===== src/rtl/if_stage_pkg.sv =====
// Shared constants and small helpers for the instruction-fetch stage.
package if_stage_pkg;

   localparam int unsigned       INST_W           = 32;
   localparam logic [INST_W-1:0] RESET_PC_DEFAULT = 32'h0000_0000;
   localparam logic [INST_W-1:0] NOP_INST         = 32'h0000_0000;
   localparam logic [INST_W-1:0] PC_STEP          = 32'd4;

   function automatic logic [INST_W-1:0] word_align(input logic [INST_W-1:0] addr);
      return {addr[INST_W-1:2], 2'b00};
   endfunction

   function automatic logic is_misaligned(input logic [INST_W-1:0] addr);
      return (addr[1:0] != 2'b00);
   endfunction

endpackage


===== src/rtl/pc_redirect_buf.sv =====
// Redirect priority selection plus a one-entry buffer that holds a redirect
// arriving while the fetch stage is stalled.
module pc_redirect_buf
   import if_stage_pkg::*;
(
   input  logic              clk_i,
   input  logic              reset_i,
   input  logic              stall_i,
   input  logic              br_taken_i,
   input  logic [INST_W-1:0] br_target_i,
   input  logic              jump_i,
   input  logic [INST_W-1:0] jump_target_i,
   output logic              req_o,
   output logic              raw_misaligned_o,
   output logic              apply_o,
   output logic [INST_W-1:0] target_o
);

   logic              pend_v_q, pend_v_d;
   logic [INST_W-1:0] pend_t_q, pend_t_d;
   logic              req_s;
   logic              apply_s;
   logic [INST_W-1:0] raw_tgt_s;
   logic [INST_W-1:0] req_tgt_s;

   // Branch wins over jump (older instruction); a live request beats the buffer.
   always_comb begin
      req_s     = br_taken_i | jump_i;
      raw_tgt_s = br_taken_i ? br_target_i : jump_target_i;
      req_tgt_s = word_align(raw_tgt_s);
      apply_s   = ~stall_i & (req_s | pend_v_q);
      pend_v_d  = pend_v_q;
      pend_t_d  = pend_t_q;
      if (stall_i && req_s) begin
         pend_v_d = 1'b1;
         pend_t_d = req_tgt_s;
      end else if (apply_s) begin
         pend_v_d = 1'b0;
      end else begin
         pend_v_d = pend_v_q;
      end
   end

   // Pending-redirect register.
   always_ff @(posedge clk_i) begin
      if (reset_i) begin
         pend_v_q <= 1'b0;
         pend_t_q <= {INST_W{1'b0}};
      end else begin
         pend_v_q <= pend_v_d;
         pend_t_q <= pend_t_d;
      end
   end

   assign req_o            = req_s;
   assign raw_misaligned_o = req_s & is_misaligned(raw_tgt_s);
   assign apply_o          = apply_s;
   assign target_o         = req_s ? req_tgt_s : pend_t_q;

endmodule


===== src/rtl/if_stage.sv =====
// Instruction-fetch stage: PC register, redirect handling, fetch counter and
// sticky misaligned-target flag.
module if_stage
   import if_stage_pkg::*;
#(
   parameter logic [INST_W-1:0] RESET_PC = RESET_PC_DEFAULT
) (
   input  logic              clk_i,
   input  logic              reset_i,
   input  logic              stall_i,
   input  logic              br_taken_i,
   input  logic [INST_W-1:0] br_target_i,
   input  logic              jump_i,
   input  logic [INST_W-1:0] jump_target_i,
   output logic [INST_W-1:0] im_addr_o,
   input  logic [INST_W-1:0] im_data_i,
   output logic [INST_W-1:0] pc_o,
   output logic [INST_W-1:0] pc4_o,
   output logic [INST_W-1:0] inst_o,
   output logic              addr_err_o,
   output logic [INST_W-1:0] fetch_cnt_o
);

   logic [INST_W-1:0] pc_q, pc_d;
   logic [INST_W-1:0] cnt_q, cnt_d;
   logic              err_q, err_d;
   logic [INST_W-1:0] pc4_s;
   logic              req_s;
   logic              raw_mis_s;
   logic              apply_s;
   logic [INST_W-1:0] target_s;

   pc_redirect_buf u_redirect (
      .clk_i            (clk_i),
      .reset_i          (reset_i),
      .stall_i          (stall_i),
      .br_taken_i       (br_taken_i),
      .br_target_i      (br_target_i),
      .jump_i           (jump_i),
      .jump_target_i    (jump_target_i),
      .req_o            (req_s),
      .raw_misaligned_o (raw_mis_s),
      .apply_o          (apply_s),
      .target_o         (target_s)
   );

   // Next PC, fetch count and error flag; the error flag ignores Stall.
   always_comb begin
      pc4_s = pc_q + PC_STEP;
      pc_d  = pc_q;
      cnt_d = cnt_q;
      err_d = err_q | raw_mis_s;
      if (stall_i) begin
         pc_d  = pc_q;
         cnt_d = cnt_q;
      end else if (apply_s) begin
         pc_d  = target_s;
         cnt_d = cnt_q;
      end else begin
         pc_d  = pc4_s;
         cnt_d = cnt_q + 32'd1;
      end
   end

   // Architectural fetch-stage registers.
   always_ff @(posedge clk_i) begin
      if (reset_i) begin
         pc_q  <= RESET_PC;
         cnt_q <= {INST_W{1'b0}};
         err_q <= 1'b0;
      end else begin
         pc_q  <= pc_d;
         cnt_q <= cnt_d;
         err_q <= err_d;
      end
   end

   assign im_addr_o   = pc_q;
   assign pc_o        = pc_q;
   assign pc4_o       = pc4_s;
   assign inst_o      = apply_s ? NOP_INST : im_data_i;
   assign addr_err_o  = err_q;
   assign fetch_cnt_o = cnt_q;

endmodule


===== config.mk =====
export PLATFORM = sky130hd
export DESIGN_NAME = if_stage
export DESIGN_NICKNAME = d
export VERILOG_FILES = /design/src/rtl/if_stage_pkg.sv /design/src/rtl/pc_redirect_buf.sv /design/src/rtl/if_stage.sv
export SDC_FILE = /design/constraint.sdc
export NUM_CORES = 1
export LEC_CHECK = 0
export ABC_AREA = 1
export BUFFER_PORTS_ARGS = -buffer_cell sky130_fd_sc_hd__buf_2
export CORE_UTILIZATION = 35
export CTS_CLUSTER_SIZE = 25
export DETAILED_ROUTE_END_ITERATION = 10
export HOLD_SLACK_MARGIN = 0.12
export RECOVER_POWER = 50
export SYNTH_ARGS = -nofsm -noshare
export SYNTH_HDL_FRONTEND = slang
export SYNTH_SLANG_ARGS = --single-unit

===== constraint.sdc =====
create_clock -name clk_i -period 2.4 [get_ports clk_i]
set_input_delay 0.48 -clock clk_i [delete_from_list [all_inputs] [get_ports clk_i]]
set_output_delay 0.48 -clock clk_i [all_outputs]
set_load 0.01 [all_outputs]

==> results of run 1 <==
## cell usage in the layout, fill, tap and decap left out, drive strengths merged, types with 10 or more instances in the layout
cell,synthesis,routed
nand2,366,366
buf,52,198
nor2,145,145
inv,102,103
a21oi,97,97
clkbuf,25,97
dfxtp,94,94
o21ai,51,51
nand3,32,32
xor2,13,13
a211oi,10,10
nor3,10,10
## logic make-up (layout without fill, tap and decap cells)
kind of cell	count (synthesis)	in the layout	share of synthesized area (%)
AO/OA/AOI/OAI	161	161	13.6
XOR/XNOR	17	17	2.42
adder cells (fa/ha/maj)	2	2	0.406
buffers and inverters	179	401	13.4
flip-flops	94	94	30.6
multiplexers	8	8	1.30
other	1	6	0.0609
AND/OR/NAND/NOR	576	576	38.3
## registers in the layout, summed over array words and instances, names as in the netlist
register,cells
fetch_cnt_o,32
addr_err_o,1
u_redirect.pend_t_q,30
u_redirect.pend_v_q,1
im_addr_o,30
## Yosys cell counts, drive strengths merged
cell type    n
o21a         1
a211oi      10
nand3       32
ha           2
buf         52
xnor2        4
a21oi       97
xor2        13
nand4        8
nand3b       7
or2          1
mux2i        8
nand2      366
nor4         1
nor2       145
nor3b        3
o21ai       51
dfxtp       94
and2         3
a31oi        1
conb         1
o21bai       1
clkbuf      25
inv        102
nor3        10
## routing by layer
layer,vias up,routed length (um),global-route usage [%]
met3,14,1140,3.42
met2,255,9090,33.6
met1,3106,9920,31.9
met4,0,207,5.49
li1,3662,-,-
met5,-,0,0
## area by class of cell
| cell class | instances | share of cell area [%] |
|---|---|---|
| Timing Repair Buffer | 283 | 17.7 |
| Clock inverter | 4 | 0.708 |
| Multi-Input combinational cell | 770 | 45.5 |
| Tap cell | 225 | 3.62 |
| Inverter | 102 | 4.92 |
| Clock buffer | 12 | 3.17 |
| Sequential cell | 94 | 24.4 |
## per-stage QoR
step / TNS, ns / instance area [um2] / hold WS [ns]
floorplan: 0 / 6180 / 0.441
global placement: 0 / 7490 / 0.449
detailed placement: 0 / 7490 / 0.454
CTS: -0.0263 / 7830 / 0.464
global route: 0 / 7780 / 0.478
finish: 0 / 7780 / 0.463
## where the power goes
| part | switching, mW | internal (mW) |
|---|---|---|
| clock | 0.645 | 0.844 |
| combinational | 0.505 | 0.307 |
| sequential | 0.0844 | 1.64 |
## path summary, 6_finish.rpt
check,slack [ns],cells past startpoint,endpoint
worst min register to register,0.46,2,u_redirect.pend_t_q[23]$_SDFFE_PP0P_
worst min-delay path,0.46,2,u_redirect.pend_t_q[23]$_SDFFE_PP0P_
worst max-delay path,0.1,9,pc4_o[24]
worst max register to register,0.47,8,im_addr_o[28]$_SDFFE_PP0N_
## critical path, cell delays in order, from the launching register on
cell	delay, ns
sky130_fd_sc_hd__dfxtp_4	0.35
sky130_fd_sc_hd__ha_2	0.19
sky130_fd_sc_hd__nand2_2	0.07
sky130_fd_sc_hd__nor2_4	0.15
sky130_fd_sc_hd__nand2_1	0.12
sky130_fd_sc_hd__nor2_2	0.21
sky130_fd_sc_hd__nand2_1	0.07
sky130_fd_sc_hd__nand2_1	0.06
sky130_fd_sc_hd__nand2_1	0.09
sky130_fd_sc_hd__buf_2	0.16
## repair_timing
action / in CTS / in global routing
setup buffers: 1 / 2
pin swaps: 2 / 2
gates cloned: 0 / 0
endpoints found under the setup margin: 16 / 20
gates resized for setup: 11 / 26
==> impl_summary.txt, run 1 <==
----------------------------------------------------
[Power]
  Power per Cell Area ... 517 nW/um2
  Static leakage ... 3.66 nW
  Maximum ir drop on the vdd rail ... 0.356 mV
  PnR Total Power ... 4.02 mW

[Global route]
  Global-route wire length before repair ... 31,200 um
  Pin count of the biggest net entering global routing ... 43
  Gr ovfl total ... 0
  Vias in the first global route ... 5,947
  GRT Total Usage ... 22.0%
  Number of antenna violations at the first check in global routing ... 0

[Route]
  Detailed router's first-iteration violation count ... 481
  Via count of the routed design ... 7,037
  Number of design rule violations left after detail routing ... 0
  Total wire length after detailed routing ... 20,300 um
  Number of routed nets with antenna violations ... 0
  Post-DR vias/cell ... 4.72
  1st-pass router iterations ... 6
  Average wire per standard cell ... 13.7 um

[Setup path]
  CP Launch Type ... flip-flop
  Data arrival time of the critical path ... 1.82 ns
  CP Capture Type ... output pin
  Critical path class ... flip-flop to output pin
  Worst setup path startpoint ... im_addr_o[2]$_SDFFE_PP0N_
  Maximum fanout encountered on the critical timing path ... 3
  Startpoint of the lowest-slack register-to-register path ... u_redirect.pend_v_q$_SDFFE_PP0P_
  Req. time, crit path ... 1.92 ns

[Yosys]
  Yosys warning count ... 0
  Share of the synthesized area in the top cell type ... 30.6%
  Dominant cell type by area after synthesis ... sky130_fd_sc_hd__dfxtp_1
  Sequential share of the synthesized area ... 30.6%
  Synth Instances ... 1,038
  Syn_area_per_cell ... 5.93 um2
  Cell types occupying the most area after synthesis ... sky130_fd_sc_hd__dfxtp_1 31%, sky130_fd_sc_hd__nand2_1 22%, sky130_fd_sc_hd__nor2_1 8.3%
  Count of unique library cells instantiated by Yosys ... 34
  Combined area of all synthesized cells ... 6160 um2
  Flop and latch count out of synthesis ... 94

[Placement]
  Cells after DPL ... 1,471
  Post-Place Worst Slack ... 0.225 ns
  Weighted congestion reported at the end of routability-driven placement ... 0.857
  Sum of net half-perimeters after detailed placement ... 15,600 um
  # port buffers ... 255

[Timing]
  Final number of hold-violating endpoints ... 0
  Setup repair after global routing missed its margin ... false
  Slew at the pin with the worst max-slew slack ... 0.930 ns
  Max Clock Freq ... 434 MHz
  Setup-violating endpoint count in the final report ... 0
  Worst slew margin relative to its limit ... 38.0%
  Final cycle utilization of the critical path ... 96.0%
  Time the worst path needs with I/O delays and setup ... 2.30 ns
  Clock Skews ... 0.00935 ns
  Final worst slack ... 0.0968 ns
  Final Max Slew Viols ... 0

[Clocking]
  Number of levels in the clock H-tree ... 3
  Buffer levels on the longest clock path ... 2
  Clock sink count ... 94
  TritonCTS clock tree ... yes
  Clock buffers created by TritonCTS ... 9
  Clock input transition at the sequential cells of the worst setup and hold paths ... 0.07 ns
  CTS Root Buffer Type ... sky130_fd_sc_hd__clkbuf_16
  Worst-Skew Late Latency ... 0.35 ns
  Hold buffer count at cts ... 0

[Die]
  X dimension of the die ... 135 um
  Number of placement rows ... 48
  Ports placed on the boundary ... 262
  Placeable core region ... 17,200 um2
  Die outline height ... 135 um
  Total Die Area ... 18,100 um2
  Starting density of the core ... 35.7%

[Cells and area]
  Synth-to-layout area growth ... 26.3%
  Sequential cell area ... 1900 um2
  Final Instance Count excl. Fillers ... 1,490
  Filler Cell Count ... 1,861
  Final Net Count ... 1,363
  Core Util, Final ... 45.1%
  Area of the multi-input gates ... 3540 um2
  Number of antenna repair diodes ... 0
  Share of layout cells above drive strength 1 ... 20.3%

[Min path]
  Hold WC Path Type ... flip-flop to flip-flop
  Startpoint of the tightest hold check path ... u_redirect.pend_t_q[23]$_SDFFE_PP0P_

[Outcome]
  Outcome ... complete, no violations

[Job]
  Count of max-cap constraint violations ... 0

----------------------------------------------------
No activity file was read; power rests on OpenSTA's default activity.
==> inputs of run 2 (changes only) <==
Settings changed: REMOVE_ABC_BUFFERS from default to 1.
Clock period 2.4 ns to 2.3 ns, I/O delays scaled along.
==> impl_summary.txt, run 2 (same netlist as run 1, synthesis figures left out) <==
----------------------------------------------------
[Clocking]
  Worst-Skew Late Latency ... 0.36 ns (about the same)
  Buffer levels on the longest clock path ... 2 (unchanged)
  Hold buffer count at cts ... 0 (unchanged)
  Clock buffers created by TritonCTS ... 9 (unchanged)
  CTS Root Buffer Type ... sky130_fd_sc_hd__clkbuf_16
  Clock input transition at the sequential cells of the worst setup and hold paths ... 0.07 ns (about the same)
  Number of levels in the clock H-tree ... 3 (unchanged)
  TritonCTS clock tree ... yes
  Clock sink count ... 94 (unchanged)

[Setup path]
  Worst setup path startpoint ... im_addr_o[3]$_SDFFE_PP0N_
  Data arrival time of the critical path ... 1.74 ns (-0.08 ns)
  R2R depth ... 8 (unchanged)
  Maximum fanout encountered on the critical timing path ... 4 (+1)
  Critical path class ... flip-flop to output pin
  Startpoint of the lowest-slack register-to-register path ... u_redirect.pend_v_q$_SDFFE_PP0P_
  Flop2flop setup slack ... 0.47 ns (about the same)
  CP Launch Type ... flip-flop
  Req. time, crit path ... 1.84 ns (-0.08 ns)
  CP Capture Type ... output pin
  Endpoint of the most critical register-to-register path ... fetch_cnt_o[23]$_SDFFE_PP0P_

[Outcome]
  Outcome ... complete, no violations

[Min path]
  Startpoint of the tightest hold check path ... u_redirect.pend_t_q[18]$_SDFFE_PP0P_
  Endpoint, Worst Hold ... u_redirect.pend_t_q[18]$_SDFFE_PP0P_
  Hold WC Path Type ... flip-flop to flip-flop
  Hold-critical path depth ... 2 (unchanged)

[Die]
  Total Die Area ... 18,100 um2 (unchanged)
  Ports placed on the boundary ... 262 (unchanged)
  Placeable core region ... 17,200 um2 (unchanged)
  Number of placement rows ... 48 (unchanged)
  X dimension of the die ... 135 um (unchanged)
  Die outline height ... 135 um (unchanged)
  Starting density of the core ... 35.7% (unchanged)

[Route]
  Detailed router's first-iteration violation count ... 457 (-5.0%)
  Total wire length after detailed routing ... 20,800 um (+2.3%)
  Number of routed nets with antenna violations ... 0 (unchanged)
  Number of design rule violations left after detail routing ... 0 (unchanged)
  Via count of the routed design ... 7,055 (+0.26%)
  Post-DR vias/cell ... 4.69 (-0.74%)
  Average wire per standard cell ... 13.8 um (+1.3%)
  1st-pass router iterations ... 5 (-1)

[Placement]
  Placed standard-cell area ... 7580 um2 (+1.1%)
  Post-Place Worst Slack ... 0.158 ns (-0.0666 ns)
  Weighted congestion reported at the end of routability-driven placement ... 0.832 (-2.9%)
  Cells after DPL ... 1,484 (+0.88%)
  # port buffers ... 255 (unchanged)
  Sum of net half-perimeters after detailed placement ... 16,200 um (+4.0%)

[Timing]
  Time the worst path needs with I/O delays and setup ... 2.20 ns
  Final number of hold-violating endpoints ... 0 (unchanged)
  Final Max Slew Viols ... 0 (unchanged)
  Final cycle utilization of the critical path ... 95.8%
  Clock Skews ... 0.0108 ns (+0.00142 ns)
  Final worst slack ... 0.0957 ns (-0.00104 ns)
  Setup_tns ... 0 ns (unchanged)
  Slew at the pin with the worst max-slew slack ... 0.754 ns (-0.176 ns)
  Worst hold margin ... 0.463 ns (+0.000543 ns)
  Worst slew margin relative to its limit ... 49.7% (+12 points)
  Setup-violating endpoint count in the final report ... 0 (unchanged)
  Max Clock Freq ... 454 MHz

[Cells and area]
  Max reg flops ... 32 (unchanged)
  Final Instance Count excl. Fillers ... 1,505 (+1.0%)
  Post-route cell area ... 8070 um2 (+3.8%)
  Share of layout cells above drive strength 1 ... 26.2% (+5.9 points)
  Filler Cell Count ... 1,850 (-0.59%)
  Final Net Count ... 1,378 (+1.1%)
  Sequential cell area ... 1910 um2 (+0.66%)
  Number of antenna repair diodes ... 0 (unchanged)
  Area of the multi-input gates ... 3650 um2 (+3.1%)
  Most common library cell in the layout ignoring fill and taps ... sky130_fd_sc_hd__nand2_1
  Core Util, Final ... 46.8% (+1.7 points)
  Top library cells by usage in the layout, fill and taps aside ... 355 x sky130_fd_sc_hd__nand2_1, 209 x sky130_fd_sc_hd__buf_2, 120 x sky130_fd_sc_hd__nor2_1
  Synth-to-layout area growth ... 31.1%

[Global route]
  Pin count of the biggest net entering global routing ... 41 (-4.7%)
  Gr ovfl total ... 0 (unchanged)
  Global-route wire length before repair ... 32,100 um (+2.7%)
  Number of antenna violations at the first check in global routing ... 0 (unchanged)
  Vias in the first global route ... 6,045 (+1.6%)
  GRT Total Usage ... 22.6% (+0.59 points)

[Power]
  Sw Ratio ... 31.3% (+0.64 points)
  Gate power share ... 21.7% (+1.5 points)
  Clock network power share ... 34.8% (-2.2 points)
  Maximum ir drop on the vdd rail ... 0.356 mV (about the same)
  Static leakage ... 3.95 nW (+7.8%)
  Power per Cell Area ... 511 nW/um2 (-1.3%)
  Sequential cell fraction of total power ... 43.5% (+0.7 points)
  Internal power ... 2.83 mW (+1.5%)
  Power spent charging and discharging nets ... 1.29 mW (+4.6%)
  PnR Total Power ... 4.12 mW (+2.5%)

[Job]
  Count of max-cap constraint violations ... 0 (unchanged)

----------------------------------------------------
-- run 2: cell count changes in the layout (fill, tap and decap cells not counted), moves of 5 or more --
cell                       delta
sky130_fd_sc_hd__buf_2       +30
sky130_fd_sc_hd__clkbuf_1    -38
sky130_fd_sc_hd__buf_4       +19
sky130_fd_sc_hd__nand2_1      -8
sky130_fd_sc_hd__nor2_1       -7
sky130_fd_sc_hd__nand2_2      +5
sky130_fd_sc_hd__buf_6        +7
sky130_fd_sc_hd__dfxtp_1      -6
-- run 2: how the worst max path moves through the flow --
| stage | endpoint | slack (ns) | depth (start not counted) |
|---|---|---|---|
| floorplan | u_redirect.pend_t_q[10]$_SDFFE_PP0P_ | -0.66 | 5 |
| global placement | pc4_o[14] | 0.23 | 7 |
| detailed placement | pc4_o[14] | 0.16 | 7 |
| CTS | pc4_o[14] | -0.02 | 6 |
| global route | pc4_o[30] | -0.02 | 7 |
| finish | pc4_o[26] | 0.1 | 9 |
-- run 2: layer usage --
metal	global-route usage (%)	vias up	wire length, um
met4	5.62	0	273
met1	31.2	3101	9800
met3	3.27	18	1340
met2	36.7	244	9400
li1	-	3692	-
met5	0	-	0
-- run 2: final cells by class --
class,instances,share of cell area (%)
clock buffers,11,3.01
clock inverters,5,0.403
inverters,102,4.74
multi-input cells,770,45.2
flip-flops and latches,94,23.7
well taps,225,3.49
repair buffers,298,19.5
-- run 2: power groups by stage --
stage | clock [mW] | sequential [mW] | combinational [mW]
final | 1.43 | 1.79 | 0.894
after global routing | 1.53 | 1.80 | 0.992
after global placement | 0 | 1.82 | 0.872
after detailed placement | 0 | 1.82 | 0.876
after floorplan | 0 | 1.85 | 0.387
after CTS | 1.47 | 1.79 | 0.888
-- run 2: worst max-delay path: stages, from the launching register on --
cell and delay [ns]:
sky130_fd_sc_hd__dfxtp_2 0.36, sky130_fd_sc_hd__ha_4 0.16, sky130_fd_sc_hd__nand2_4 0.05, sky130_fd_sc_hd__nor2_4 0.13, sky130_fd_sc_hd__nand2_4 0.11, sky130_fd_sc_hd__nor2_4 0.15, sky130_fd_sc_hd__buf_6 0.14, sky130_fd_sc_hd__nand3b_1 0.11
sky130_fd_sc_hd__nand2_2 0.09, sky130_fd_sc_hd__buf_6 0.09
-- run 2: timing repair --
item | CTS | global route
pin swaps | 4 | 14
endpoints found under the setup margin | 20 | 22
resized for setup | 23 | 54
setup buffers | 2 | 3
==> inputs of run 3 (changes only) <==
Settings changed: CORE_ASPECT_RATIO from default to 0.5, CORE_UTILIZATION 35 to 30.
==> impl_summary.txt, run 3 (same netlist as run 1, synthesis figures left out) <==
----------------------------------------------------
[Timing]
  Final cycle utilization of the critical path ... 99.6% (+3.8 points)
  Time the worst path needs with I/O delays and setup ... 2.29 ns (+0.0865 ns)
  Final worst slack ... 0.00925 ns (-0.0865 ns)
  Setup repair after global routing missed its margin ... true
  Final Max Slew Viols ... 0 (unchanged)
  Slew at the pin with the worst max-slew slack ... 1.09 ns (+0.336 ns)
  Final number of hold-violating endpoints ... 0 (unchanged)
  Setup_tns ... 0 ns (unchanged)
  Setup-violating endpoint count in the final report ... 0 (unchanged)
  Max Clock Freq ... 437 MHz (-3.8%)
  Clock Skews ... 0.00521 ns (-0.00557 ns)
  Worst slew margin relative to its limit ... 27.3% (-22 points)

[Global route]
  Gr ovfl total ... 0 (unchanged)
  Pin count of the biggest net entering global routing ... 38 (-7.3%)
  Global-route wire length before repair ... 34,000 um (+5.9%)
  GRT Total Usage ... 20.5% (-2.0 points)
  Vias in the first global route ... 6,393 (+5.8%)
  Number of antenna violations at the first check in global routing ... 0 (unchanged)

[Clocking]
  Clock sink count ... 94 (unchanged)
  Clock buffers created by TritonCTS ... 9 (unchanged)
  Buffer levels on the longest clock path ... 2 (unchanged)
  CTS Root Buffer Type ... sky130_fd_sc_hd__clkbuf_16
  Number of levels in the clock H-tree ... 3 (unchanged)
  TritonCTS clock tree ... yes
  Clock input transition at the sequential cells of the worst setup and hold paths ... 0.07 ns (about the same)
  Hold buffer count at cts ... 0 (unchanged)
  Worst-Skew Late Latency ... 0.35 ns (about the same)

[Setup path]
  Sequence of cells on the critical path ... ha_4, nand2_4, nor2_4, nand2_4, nor2_4, nand2_1, nand2_1, and2_4, buf_6
  Highest cell delay on the worst timing path ... 0.38 ns (+0.02 ns)
  Req. time, crit path ... 1.84 ns (about the same)
  CP Capture Type ... output pin
  Maximum fanout encountered on the critical timing path ... 5 (+1)
  CP Launch Type ... flip-flop
  Critical path class ... flip-flop to output pin
  Data arrival time of the critical path ... 1.83 ns (+0.09 ns)
  Slowest-stage cell, CP ... sky130_fd_sc_hd__dfxtp_4

[Min path]
  Hold WC Path Type ... flip-flop to flip-flop

[Die]
  Ports placed on the boundary ... 262 (unchanged)
  Number of placement rows ... 36 (-25%)
  Starting density of the core ... 31.1% (-4.6 points)
  Die outline height ... 103 um (-23%)
  X dimension of the die ... 205 um (+52%)
  Placeable core region ... 19,800 um2 (+15%)
  Total Die Area ... 21,100 um2 (+17%)

[Power]
  Power per Cell Area ... 523 nW/um2 (+2.4%)
  Sw Ratio ... 30.7% (-0.59 points)
  Clock network power share ... 37.0% (+2.2 points)
  Power spent charging and discharging nets ... 1.32 mW (+2.4%)
  Gate power share ... 21.2% (-0.5 points)
  Internal power ... 2.98 mW (+5.2%)
  Maximum ir drop on the vdd rail ... 0.275 mV (-23%)
  Static leakage ... 4.09 nW (+3.7%)
  Sequential cell fraction of total power ... 41.8% (-1.7 points)
  PnR Total Power ... 4.30 mW (+4.3%)

[Placement]
  Post-Place Worst Slack ... 0.0531 ns (-0.105 ns)
  Weighted congestion reported at the end of routability-driven placement ... 0.857 (+3.0%)
  Sum of net half-perimeters after detailed placement ... 17,200 um (+6.2%)
  # port buffers ... 255 (unchanged)
  Placed standard-cell area ... 7620 um2 (+0.58%)
  Cells after DPL ... 1,524 (+2.7%)

[Outcome]
  Outcome ... complete, no violations

[Route]
  1st-pass router iterations ... 5 (unchanged)
  Number of design rule violations left after detail routing ... 0 (unchanged)
  Average wire per standard cell ... 14.3 um (+3.7%)
  Number of routed nets with antenna violations ... 0 (unchanged)
  Via count of the routed design ... 7,193 (+2.0%)
  Detailed router's first-iteration violation count ... 440 (-3.7%)
  Post-DR vias/cell ... 4.65 (-0.81%)
  Total wire length after detailed routing ... 22,200 um (+6.6%)

[Cells and area]
  Final Instance Count excl. Fillers ... 1,547 (+2.8%)
  Max reg flops ... 32 (unchanged)
  Post-route cell area ... 8220 um2 (+1.8%)
  Final Net Count ... 1,379 (+0.073%)
  Share of layout cells above drive strength 1 ... 29.0% (+2.9 points)
  Number of antenna repair diodes ... 0 (unchanged)
  Top library cells by usage in the layout, fill and taps aside ... 359 x sky130_fd_sc_hd__nand2_1, 245 x sky130_fd_sc_hd__buf_2, 118 x sky130_fd_sc_hd__nor2_1
  Synth-to-layout area growth ... 33.5%
  Most common library cell in the layout ignoring fill and taps ... sky130_fd_sc_hd__nand2_1

[Job]
  Count of max-cap constraint violations ... 0 (unchanged)

----------------------------------------------------
-- run 3: cell types whose count changed in the layout (fill, tap and decap cells not counted), sizes merged --
cell | before | now
bufinv | 0 | 1
buf | 253 | 289
clkbuf | 56 | 21
inv | 103 | 102
-- run 3: repair_timing --
item,CTS,global route
setup endpoints to repair,23,23
buffers inserted,1,6
pin swaps,4,11
endpoints found under the hold margin,0,0
gates resized for setup,38,37
-- run 3: path summary, 6_finish.rpt --
check | end | start | cells past startpoint | slack, ns
worst max register to register | fetch_cnt_o[22]$_SDFFE_PP0P_ | fetch_cnt_o[1]$_SDFFE_PP0P_ | 10 | 0.41
worst max-delay path | pc4_o[22] | im_addr_o[2]$_SDFFE_PP0N_ | 9 | 0.009
worst min-delay path | u_redirect.pend_t_q[23]$_SDFFE_PP0P_ | u_redirect.pend_t_q[23]$_SDFFE_PP0P_ | 2 | 0.46
worst min register to register | u_redirect.pend_t_q[23]$_SDFFE_PP0P_ | u_redirect.pend_t_q[23]$_SDFFE_PP0P_ | 2 | 0.46
-- run 3: cell type report --
cell class,instances,area (um2)
clock buffer,11,253
clock inverter,5,57.6
fill,2132,11600
inverter,102,383
multi-input combinational,770,3670
sequential,94,1910
tap,266,333
timing repair buffer,299,1610
-- run 3: power by group through the flow --
| stage | clock network [mW] | registers (mW) | logic (mW) |
|---|---|---|---|
| 6_report | 1.59 | 1.80 | 0.910 |
| 5_1_grt | 1.69 | 1.81 | 1.01 |
| 4_1_cts | 1.63 | 1.79 | 0.902 |
| 3_5_place_dp | 0 | 1.83 | 0.889 |
| 3_3_place_gp | 0 | 1.82 | 0.882 |
| 2_1_floorplan | 0 | 1.85 | 0.387 |
-- run 3: worst max-delay path, delay by kind of cell (launching register included) --
family / cells / cell delay (ns)
fa+ha+maj: 1 / 0.15
buf+inv: 1 / 0.09
simple gates: 7 / 0.85
flops: 1 / 0.38
-- run 3: layer usage --
| metal | GRT usage [%] | vias up | wire [um] |
|---|---|---|---|
| met4 | 5.28 | 0 | 257 |
| li1 | - | 3682 | - |
| met1 | 27.2 | 3310 | 10200 |
| met2 | 35.1 | 178 | 10700 |
| met5 | 0 | - | 0 |
| met3 | 3.20 | 23 | 1070 |
-- run 3: stage by stage --
stage | hold slack, ns | utilization (%)
floorplan | 0.435 | -
global placement | 0.448 | 38.6
detailed placement | 0.453 | 38.6
CTS | 0.463 | 40.8
global route | 0.477 | 41.6
finish | 0.462 | 41.6
